$ cat src/rtl/read_stream.sv
// read_stream: two-entry skid buffer that turns a FIFO read port
// (empty flag + combinational read data + pop strobe) into a
// valid/ready stream with registered data and valid.
// Optional feature macro: READ_STREAM_LEVEL_EN adds the 2-bit level
// output reporting how many words are buffered (0..2).
module read_stream #(
    parameter int data_size = 8
) (
    input  logic                 read_clk,
    input  logic                 read_rst_n,
    input  logic                 fifo_empty,
    input  logic [data_size-1:0] rd_data,
    output logic                 read_en,
    output logic                 m_valid,
    input  logic                 m_ready,
    output logic [data_size-1:0] m_data
`ifdef READ_STREAM_LEVEL_EN
    ,
    output logic [1:0]           level
`endif
);

    // Encoding doubles as the buffered-word count.
    typedef enum logic [1:0] {
        EMPTY = 2'd0,
        ONE   = 2'd1,
        TWO   = 2'd2
    } state_t;

    state_t               state_q, state_d;
    logic [data_size-1:0] out_reg_q, out_reg_d;
    logic [data_size-1:0] skid_reg_q, skid_reg_d;
    logic                 push;
    logic                 pop;

    // Pop request depends only on registered state and the FIFO flag, so
    // there is no combinational path from m_ready back into the FIFO.
    // Reset gates it off because EMPTY alone would otherwise request data.
    always_comb begin
        read_en = read_rst_n && !fifo_empty && (state_q != TWO);
        m_valid = (state_q != EMPTY);
        m_data  = out_reg_q;
        push    = read_en;
        pop     = m_valid && m_ready;
    end

    // Next-state and data-register selection for the skid buffer.
    always_comb begin
        state_d    = state_q;
        out_reg_d  = out_reg_q;
        skid_reg_d = skid_reg_q;
        unique case (state_q)
            EMPTY: begin
                if (push) begin
                    out_reg_d = rd_data;
                    state_d   = ONE;
                end
            end
            ONE: begin
                if (push && pop) begin
                    out_reg_d = rd_data;
                end else if (push) begin
                    skid_reg_d = rd_data;
                    state_d    = TWO;
                end else if (pop) begin
                    state_d = EMPTY;
                end
            end
            TWO: begin
                // read_en is low here, so only a pop can happen.
                if (pop) begin
                    out_reg_d = skid_reg_q;
                    state_d   = ONE;
                end
            end
            default: begin
                state_d = EMPTY;
            end
        endcase
    end

    // State and data registers; reset discards any buffered words at once.
    always_ff @(posedge read_clk or negedge read_rst_n) begin
        if (!read_rst_n) begin
            state_q    <= EMPTY;
            out_reg_q  <= '0;
            skid_reg_q <= '0;
        end else begin
            state_q    <= state_d;
            out_reg_q  <= out_reg_d;
            skid_reg_q <= skid_reg_d;
        end
    end

`ifdef READ_STREAM_LEVEL_EN
    // Level is the registered state read as a count.
    always_comb begin
        level = 2'(state_q);
    end
`endif

endmodule

$ cat config.mk
export PLATFORM = sky130hd
export DESIGN_NAME = read_stream
export DESIGN_NICKNAME = d
export VERILOG_FILES = /design/src/rtl/read_stream.sv
export SDC_FILE = /design/constraint.sdc
export NUM_CORES = 1
export LEC_CHECK = 0
export ABC_AREA = 1
export BUFFER_PORTS_ARGS = -buffer_cell sky130_fd_sc_hd__buf_2
export CORE_MARGIN = 2
export CORE_UTILIZATION = 51
export DETAILED_ROUTE_END_ITERATION = 8
export GPL_ROUTABILITY_DRIVEN = 0
export PLACE_DENSITY_LB_ADDON = 0.15
export SLEW_MARGIN = 20
export SYNTH_ARGS = -nofsm -noshare
export SYNTH_HDL_FRONTEND = slang
export SYNTH_SLANG_ARGS = --single-unit
export TNS_END_PERCENT = 1
$ cat constraint.sdc
create_clock -name read_clk -period 1.39 [get_ports read_clk]
set_input_delay 0 -clock read_clk [delete_from_list [all_inputs] [get_ports read_clk]]
set_output_delay 0 -clock read_clk [all_outputs]
set_load 0.02 [all_outputs]
==> results of run 1 <==
==> layout by cell type, fill, tap and decap left out <==
master         synthesis  final
a21oi_1                2      2
buf_2                  0     21
buf_4                  0      2
buf_6                  2      1
clkbuf_4               0      3
dfrtp_1               18     18
dlygate4sd3_1          0      9
inv_1                  2      2
inv_2                  3      3
nand2_1               51     51
nand2_4                3      3
nand2_8                2      2
nand3_1               25     25
nand3_4                1      1
nor2_8                 1      1
==> per-stage QoR <==
stage / std cells / area (um2) / setup WS (ns) / util (%) / hold WS [ns]
2_1_floorplan: 110 / 930 / 0.278 / - / -0.296
3_3_place_gp: 157 / 1070 / 0.226 / 61.7 / 0.0226
4_1_cts: 169 / 1180 / 0.0496 / 68.3 / 0.0707
3_5_place_dp: 157 / 1070 / 0.206 / 61.7 / 0.0249
6_report: 169 / 1180 / 0.129 / 68.5 / 0.0787
5_1_grt: 169 / 1180 / 0.0285 / 68.5 / 0.0843
==> final timing paths <==
| path | from | end | slack [ns] | cells after the start |
|---|---|---|---|---|
| setup reg to reg | state_q[1]$_DFFE_PN0P_ | skid_reg_q[4]$_DFFE_PN0P_ | 0.19 | 6 |
| max in group asynchronous | read_rst_n | skid_reg_q[0]$_DFFE_PN0P_ | 1.01 | 3 |
| hold reg to reg | m_data[1]$_DFFE_PN0P_ | m_data[1]$_DFFE_PN0P_ | 0.47 | 2 |
| hold / removal | m_ready | skid_reg_q[7]$_DFFE_PN0P_ | 0.08 | 4 |
| min in group asynchronous | read_rst_n | m_data[6]$_DFFE_PN0P_ | 0.21 | 3 |
| setup / recovery | state_q[0]$_DFFE_PN0P_ | read_en | 0.13 | 4 |
==> registers in the layout, summed over array words and instances, names as in the netlist <==
| signal | count |
|---|---|
| state_q | 2 |
| skid_reg_q | 8 |
| m_data | 8 |
==> area by class of cell <==
cell class	count	area [um2]	area share [%]
inverters	5	18.8	1.59
clock buffers	3	22.5	1.90
multi-input cells	85	438	37.0
repair buffers	33	221	18.7
well taps	25	31.3	2.65
flip-flops and latches	18	450	38.1
==> timing repair <==
action,in CTS,in global routing
hold buffers,9,0
endpoints found under the setup margin,0,1
resized for setup,0,1
endpoints found under the hold margin,26,0
==> logic make-up (layout without fill, tap and decap cells) <==
logic type / count (synthesis) / count (layout) / share of synthesized area [%]
flip-flops: 18 / 18 / 48.5
AND/OR/NAND/NOR: 83 / 83 / 46.0
AO/OA/AOI/OAI: 2 / 2 / 1.08
buffers and inverters: 7 / 41 / 4.44
==> critical path, cell delays in order, from the launching register on <==
cell	delay, ns
dfrtp_1	0.40
inv_2	0.15
buf_4	0.19
a21oi_1	0.07
buf_2	0.16
==> power breakdown <==
group | switching [W] | internal [W]
registers | 0.000135 | 0.000767
logic | 0.000722 | 0.000373
clock network | 0.000159 | 0.000101
==> routing by layer <==
metal / routed length, um / GRT usage [%] / part of all wire (%)
met3: 123 / 3.53 / 6.0
met4: 30 / 8.33 / 1.5
met5: 0 / 0 / 0
met2: 946 / 31.4 / 46
met1: 936 / 29.3 / 46
==> qor.txt, run 1 <==
Fin crit share = 90.7%
Initial antenna violation count = 0
Synthesis-stage register bit count = 18
Top cells by count, synth = nand2_1, nand3_1, dfrtp_1, inv_2, nand2_4
Max Slew Vio Count = 0
Clock slew at reported path FFs = 0.10 ns
Root buf cell = clkbuf_4
Worst-Skew Late Latency = 0.29 ns
DRT antenna net count = 0
Area of the core = 1730 um2
Buffers added on ports = 21
Crit path DAT = 1.26 ns
FILL cells = 152
Clock tree buffer depth = 2
Syn nets = 122
Max-cap violations = 0
Min Tclk post-route = 1.26 ns
Final Hold Viols = 0
Crit path kind = flop to output port
Top FF cell, synth = dfrtp_1
Synth area leader = dfrtp_1
Final wirelength = 2040 um
Detailed placer's ending HPWL = 1360 um
Starting DRC count in detailed routing = 23
Peak VDD IR = 0.983 mV
Startpoint types = flop
Synth async-reset ratio = 100%
Clock sink count = 18
RSZ-0062 raised after global routing = no
Syn_area_per_cell = 8.45 um2
Die outline height = 46.7 um
CTS tree = built
Die span in x = 46.7 um
Htree depth = 1
Gr ovfl total = 0
First-pass GRT wire length = 3130 um
Synthesis warning total = 0
Cells after synthesis = 110
Setup_tns = 0 ns
IO Count = 22
Die Area = 2180 um2
Sequential share of the synthesized area = 48.5%
Initial Utilization = 53.8%
Final net count = 158
Post-CTS setup buffers = 0
Ratio of cells with drive above 1 in the final layout = 25.7%
TritonCTS buffer count = 3
Data required, critical path = 1.39 ns
Yosys cell types = 11
Pin count of the biggest net entering global routing = 20
Remaining DRCs = 0
Layout area overhead = 27.2%
Synth top area cells = dfrtp_1, nand2_1, nand3_1
Pwr dens = 1910 nW/um2
Iteration count of the initial detailed-routing pass = 4
Count leader, synth = nand2_1
Hold WC Path Type = primary input to flop
Cell row count = 15
Inserted Diodes = 0
Total Power = 0.00226 W
Vias in the first global route = 708
Final Skew = 0.00362 ns
Vias per cell = 4.93
Worst slew pin tran = 0.200 ns
Slew margin rel. = 86.7%
GRT Util Overall = 20.8%
Post-Syn Area = 930 um2
Critical path peak fanout = 9
Yosys top cell area share = 48.5%
Max Freq = 793 MHz
CP endpoint kind = output port
Final setup violation count = 0
DR WL/cell = 12.1 um
Number of synthesized flops with an enable pin = 0
Via count = 834
Leakage power = 0.678 nW
Outcome = finished clean
Power figures use the tool's default switching activity.
==> run 2, diff against run 1 <==
- BUFFER_PORTS_ARGS: -buffer_cell sky130_fd_sc_hd__buf_2 -> -buffer_cell sky130_fd_sc_hd__buf_4
- CORE_UTILIZATION: 51 -> 45
==> run 2 against run 1 <==
Against the previous run:
- critical path depth shrank 1
- final area grew 3.7%
- wire length shrank 0.98%
- sequential power grew 0.6%
- utilization shrank 6.0 points
- worst setup slack lost 0.013 ns
- sequential share of layout area shrank 1.4 points
- first-iteration DRC count shrank 52%
- flip-flop and latch count is the same
- highest routed layer unchanged
==> qor.txt, run 2 (synthesis gave the netlist of run 1 again) <==
GRT Util Overall = 19.4% (-1.3 points)
Die outline height = 49.5 um (+5.9%)
Layout area overhead = 31.9%
CP max-delay cell = dfrtp_1
Crit path kind = flop to output port
Crit path DAT = 1.27 ns (about the same)
Final Hold Viols = 0 (unchanged)
Remaining DRCs = 0 (unchanged)
Worst-Skew Late Latency = 0.30 ns (about the same)
Max-cap violations = 0 (unchanged)
Buffers added on ports = 21 (unchanged)
CTS tree = built
Iteration count of the initial detailed-routing pass = 4 (unchanged)
Min Tclk post-route = 1.27 ns (+0.0133 ns)
Critical path peak fanout = 12 (+3)
Root buf cell = clkbuf_4
Die span in x = 49.5 um (+5.9%)
Peak VDD IR = 0.985 mV (+0.16%)
Starting DRC count in detailed routing = 11 (-52%)
Max Freq = 785 MHz (-1.0%)
DRT antenna net count = 0 (unchanged)
Clock sink count = 18 (unchanged)
Final Skew = 0.00836 ns (+0.00474 ns)
R2r worst-path depth = 6 (unchanged)
Cells after DPL = 158 (+0.64%)
Ratio of cells with drive above 1 in the final layout = 25.2% (-0.52 points)
Initial Utilization = 47.4% (-6.5 points)
Die Area = 2450 um2 (+12%)
Hold path cells = 4 (unchanged)
Leakage power = 0.688 nW (+1.4%)
TritonCTS buffer count = 3 (unchanged)
Fin crit share = 91.6% (+0.96 points)
Commonest non-fill, non-tap cells in the layout = nand2_1, nand3_1, buf_4
Slack of the worst reg-to-reg path = 0.12 ns (-0.07 ns)
Final wirelength = 2020 um (-0.98%)
Hold WC Path Type = primary input to flop
Via count = 819 (-1.8%)
Clock tree buffer depth = 2 (unchanged)
Hold_sp = m_ready
Initial antenna violation count = 0 (unchanged)
WHS Endpoint = state_q[0]$_DFFE_PN0P_
Vias per cell = 4.82 (-2.4%)
Htree depth = 1 (unchanged)
CTS Hold Bufs = 9 (unchanged)
Data required, critical path = 1.39 ns (about the same)
Inserted Diodes = 0 (unchanged)
Post-CTS setup buffers = 0 (unchanged)
RSZ-0062 raised after global routing = no
Worst slew pin tran = 0.797 ns (+0.597 ns)
Outcome = finished clean
Slew margin rel. = 46.7% (-40 points)
Resized cells post-CTS = 0 (unchanged)
First-pass GRT wire length = 3630 um (+16%)
Gr ovfl total = 0 (unchanged)
Final net count = 157 (-0.63%)
Clock slew at reported path FFs = 0.10 ns (about the same)
Leading cell type in the layout, fill and taps excluded = nand2_1
Setup_tns = 0 ns (unchanged)
Pin count of the biggest net entering global routing = 19 (-5.0%)
Hold WS = 0.0360 ns (-0.0427 ns)
Detailed placer's ending HPWL = 1480 um (+8.5%)
CP endpoint kind = output port
DP Area = 1110 um2 (+4.5%)
Max Slew Vio Count = 0 (unchanged)
IO Count = 22 (unchanged)
Vias in the first global route = 834 (+18%)
Pwr dens = 1900 nW/um2 (-0.28%)
Final setup violation count = 0 (unchanged)
Non-Filler Instances = 170 (+0.59%)
Reg-to-reg startpoint = state_q[0]$_DFFE_PN0P_
Slowest cell delay on critical path = 0.40 ns (about the same)
Reg-to-reg endpoint = m_data[1]$_DFFE_PN0P_
Cell Chain, Critical Path = inv_2, nand2_1, buf_4
Area of the core = 1960 um2 (+14%)
Cell row count = 16 (+1)
Startpoint types = flop
Design area = 1230 um2 (+3.7%)
DR WL/cell = 11.9 um (-1.6%)
run 2: changes by cell type in the layout (fill, tap and decap cells not counted), sizes merged:
cell / delta
buf: -1
run 2: layout make-up:
class,instances,area [um2]
inverter,5,18.8
sequential,18,450
multi-input combinational,85,438
fill,194,736
timing repair buffer,32,263
clock buffer,3,22.5
tap,27,33.8
run 2: metrics by stage:
| stage | power (W) | utilization (%) | setup slack [ns] |
|---|---|---|---|
| floorplan | 0.00171 | - | 0.278 |
| global placement | 0.00204 | 56.8 | 0.207 |
| detailed placement | 0.00207 | 56.8 | 0.134 |
| CTS | 0.00235 | 62.5 | 0.118 |
| global route | 0.00253 | 62.5 | 0.0387 |
| finish | 0.00233 | 62.5 | 0.116 |
run 2: worst max path at each step:
stage | startpoint | end | slack (ns) | cells after the start
finish | state_q[0]$_DFFE_PN0P_ | m_valid | 0.12 | 3
global route | state_q[0]$_DFFE_PN0P_ | m_valid | 0.04 | 3
CTS | state_q[0]$_DFFE_PN0P_ | m_valid | 0.12 | 3
detailed placement | state_q[0]$_DFFE_PN0P_ | m_data[1]$_DFFE_PN0P_ | 0.13 | 6
global placement | state_q[0]$_DFFE_PN0P_ | m_data[4]$_DFFE_PN0P_ | 0.21 | 6
floorplan | state_q[1]$_DFFE_PN0P_ | m_data[0]$_DFFE_PN0P_ | 0.28 | 6
run 2: worst max-delay path: cells and delay by family (launching register included):
kind / cells / cell delay (ns)
buf+inv: 2 / 0.42
simple gates: 1 / 0.16
flops: 1 / 0.40
run 2: routing by layer:
metal	global-route usage, %	vias up	wire (um)
met3	1.82	4	55
li1	-	420	-
met1	25.7	378	943
met4	8.33	0	32
met5	0	-	0
met2	32.4	17	986
run 2: report_power, final:
part,leakage [nW],total (W),switching (W),internal (W)
Clock,0.0138,0.000261,0.000160,0.000101
Sequential,0.226,0.000907,0.000140,0.000767
Combinational,0.448,0.00117,0.000730,0.000436
Total,0.688,0.00233,0.00103,0.00130
==> run 3, diff against run 2 <==
- clock period: 1.39 -> 1.5 ns (I/O delays scaled with it)
==> run 3 against run 2 <==
Against the previous run:
- sequential power is 4.7% lower
- wire length is 1.5% lower
- hold slack worse by 0.0056 ns
- largest power group unchanged
==> qor.txt, run 3 (synthesis gave the netlist of run 1 again) <==
Outcome = finished clean
Pwr dens = 1760 nW/um2 (-7.4%)
Critical path peak fanout = 11 (-1)
Die Area = 2450 um2 (unchanged)
Worst-Skew Late Latency = 0.29 ns (about the same)
Initial antenna violation count = 0 (unchanged)
Iteration count of the initial detailed-routing pass = 4 (unchanged)
Htree depth = 1 (unchanged)
Hold WC Path Type = primary input to flop
Ratio of cells with drive above 1 in the final layout = 24.1% (-1.1 points)
Setup_tns = 0 ns (unchanged)
Layout area overhead = 30.3%
Die span in x = 49.5 um (unchanged)
Min Tclk post-route = 1.36 ns
Gr ovfl total = 0 (unchanged)
Max Slew Vio Count = 0 (unchanged)
CP endpoint kind = flop
Pin count of the biggest net entering global routing = 21 (+2)
P_int = 0.00119 W (-8.5%)
Final Skew = 0.00227 ns (-0.00609 ns)
Leading cell type in the layout, fill and taps excluded = nand2_1
Fin crit share = 90.6%
TritonCTS buffer count = 3 (unchanged)
Final setup violation count = 0 (unchanged)
Final wirelength = 1990 um (-1.5%)
Crit path DAT = 1.55 ns (+0.28 ns)
Inserted Diodes = 0 (unchanged)
Commonest non-fill, non-tap cells in the layout = nand2_1, nand3_1, buf_4
Gate power share = 48.2% (-1.8 points)
Clock share of power = 11.4% (+0.2 points)
Sw Ratio = 44.1% (about the same)
Clock tree buffer depth = 2 (unchanged)
Root buf cell = clkbuf_4
Vias per cell = 4.98 (+3.3%)
Clock slew at reported path FFs = 0.10 ns (about the same)
Worst slew pin tran = 0.427 ns (-0.370 ns)
Resized cells post-CTS = 0 (unchanged)
Vias in the first global route = 786 (-5.8%)
Detailed placer's ending HPWL = 1410 um (-5.0%)
GRT Util Overall = 18.0% (-1.4 points)
Leakage power = 0.678 nW (-1.5%)
Cell row count = 16 (unchanged)
Final Hold Viols = 0 (unchanged)
RSZ-0062 raised after global routing = no
IO Count = 22 (unchanged)
Die outline height = 49.5 um (unchanged)
Peak VDD IR = 0.716 mV (-27%)
Final net count = 155 (-1.3%)
Crit path kind = flop to flop
Buffers added on ports = 21 (unchanged)
Non-Filler Instances = 168 (-1.2%)
CTS tree = built
Max Freq = 736 MHz
FILL cells = 197 (+1.5%)
DRT antenna net count = 0 (unchanged)
First-pass GRT wire length = 3330 um (-8.4%)
DR WL/cell = 11.8 um (-0.31%)
Data required, critical path = 1.69 ns (+0.30 ns)
Slew margin rel. = 71.5% (+25 points)
Remaining DRCs = 0 (unchanged)
Sequential Power Share = 40.4% (+1.5 points)
Clock sink count = 18 (unchanged)
Area of the core = 1960 um2 (unchanged)
Via count = 836 (+2.1%)
Hold WS = 0.0304 ns (-0.00562 ns)
Max-cap violations = 0 (unchanged)
Sw power = 0.000942 W (-8.5%)
Cells after DPL = 156 (-1.3%)
Startpoint types = flop
Starting DRC count in detailed routing = 15 (+4)
Initial Utilization = 47.4% (unchanged)
run 3: worst paths after layout:
check,from,end,slack (ns),cells past startpoint
setup reg to reg,state_q[1]$_DFFE_PN0P_,skid_reg_q[5]$_DFFE_PN0P_,0.14,6
hold / removal,m_ready,state_q[0]$_DFFE_PN0P_,0.03,4
setup / recovery,state_q[1]$_DFFE_PN0P_,skid_reg_q[5]$_DFFE_PN0P_,0.14,6
hold reg to reg,m_data[5]$_DFFE_PN0P_,m_data[5]$_DFFE_PN0P_,0.48,2
min in group asynchronous,read_rst_n,m_data[4]$_DFFE_PN0P_,0.11,2
max in group asynchronous,read_rst_n,skid_reg_q[7]$_DFFE_PN0P_,1.17,2
run 3: final cells by class:
cell class	instances	area, um2	share of cell area, %
Inverter	5	18.8	1.55
Tap cell	27	33.8	2.79
Timing Repair Buffer	30	248	20.5
Multi-Input combinational cell	85	438	36.2
Clock buffer	3	22.5	1.86
Sequential cell	18	450	37.2
run 3: timing repair:
| item | CTS | global route |
|---|---|---|
| hold buffers | 9 | 0 |
| hold endpoints to repair | 26 | 0 |
| setup buffers | 0 | 0 |
| endpoints found under the setup margin | 0 | 0 |
run 3: per-layer routing:
| metal | vias up | global-route usage, % | share of wire [%] |
|---|---|---|---|
| met5 | - | 0 | 0 |
| met4 | 0 | 10.2 | 1.6 |
| met1 | 394 | 22.2 | 46 |
| li1 | 415 | - | - |
| met3 | 4 | 2.73 | 3.9 |
| met2 | 23 | 30.2 | 49 |
run 3: power by group through the flow:
stage	Combinational, W	Clock [W]	Sequential [W]
3_3_place_gp	0.000999	0	0.000873
2_1_floorplan	0.000633	0	0.000950
6_report	0.00103	0.000243	0.000864
3_5_place_dp	0.00102	0	0.000876
4_1_cts	0.00104	0.000255	0.000867
5_1_grt	0.00113	0.000274	0.000898
run 3: stage by stage:
stage / utilization, % / setup WS, ns / total power, W / instance area (um2)
after floorplan: - / 0.388 / 0.00158 / 930
after global placement: 56.0 / 0.212 / 0.00187 / 1100
after detailed placement: 56.0 / 0.164 / 0.00190 / 1100
after CTS: 61.7 / 0.134 / 0.00216 / 1210
after global routing: 61.7 / 0.0368 / 0.00231 / 1210
final: 61.7 / 0.142 / 0.00214 / 1210
run 3: critical path, cell delays in order (launching register included):
cell,delay [ns]
dfrtp_1,0.55
inv_2,0.16
nand3_4,0.12
inv_2,0.19
nand2_4,0.11
nand2_1,0.08
nand2_1,0.05
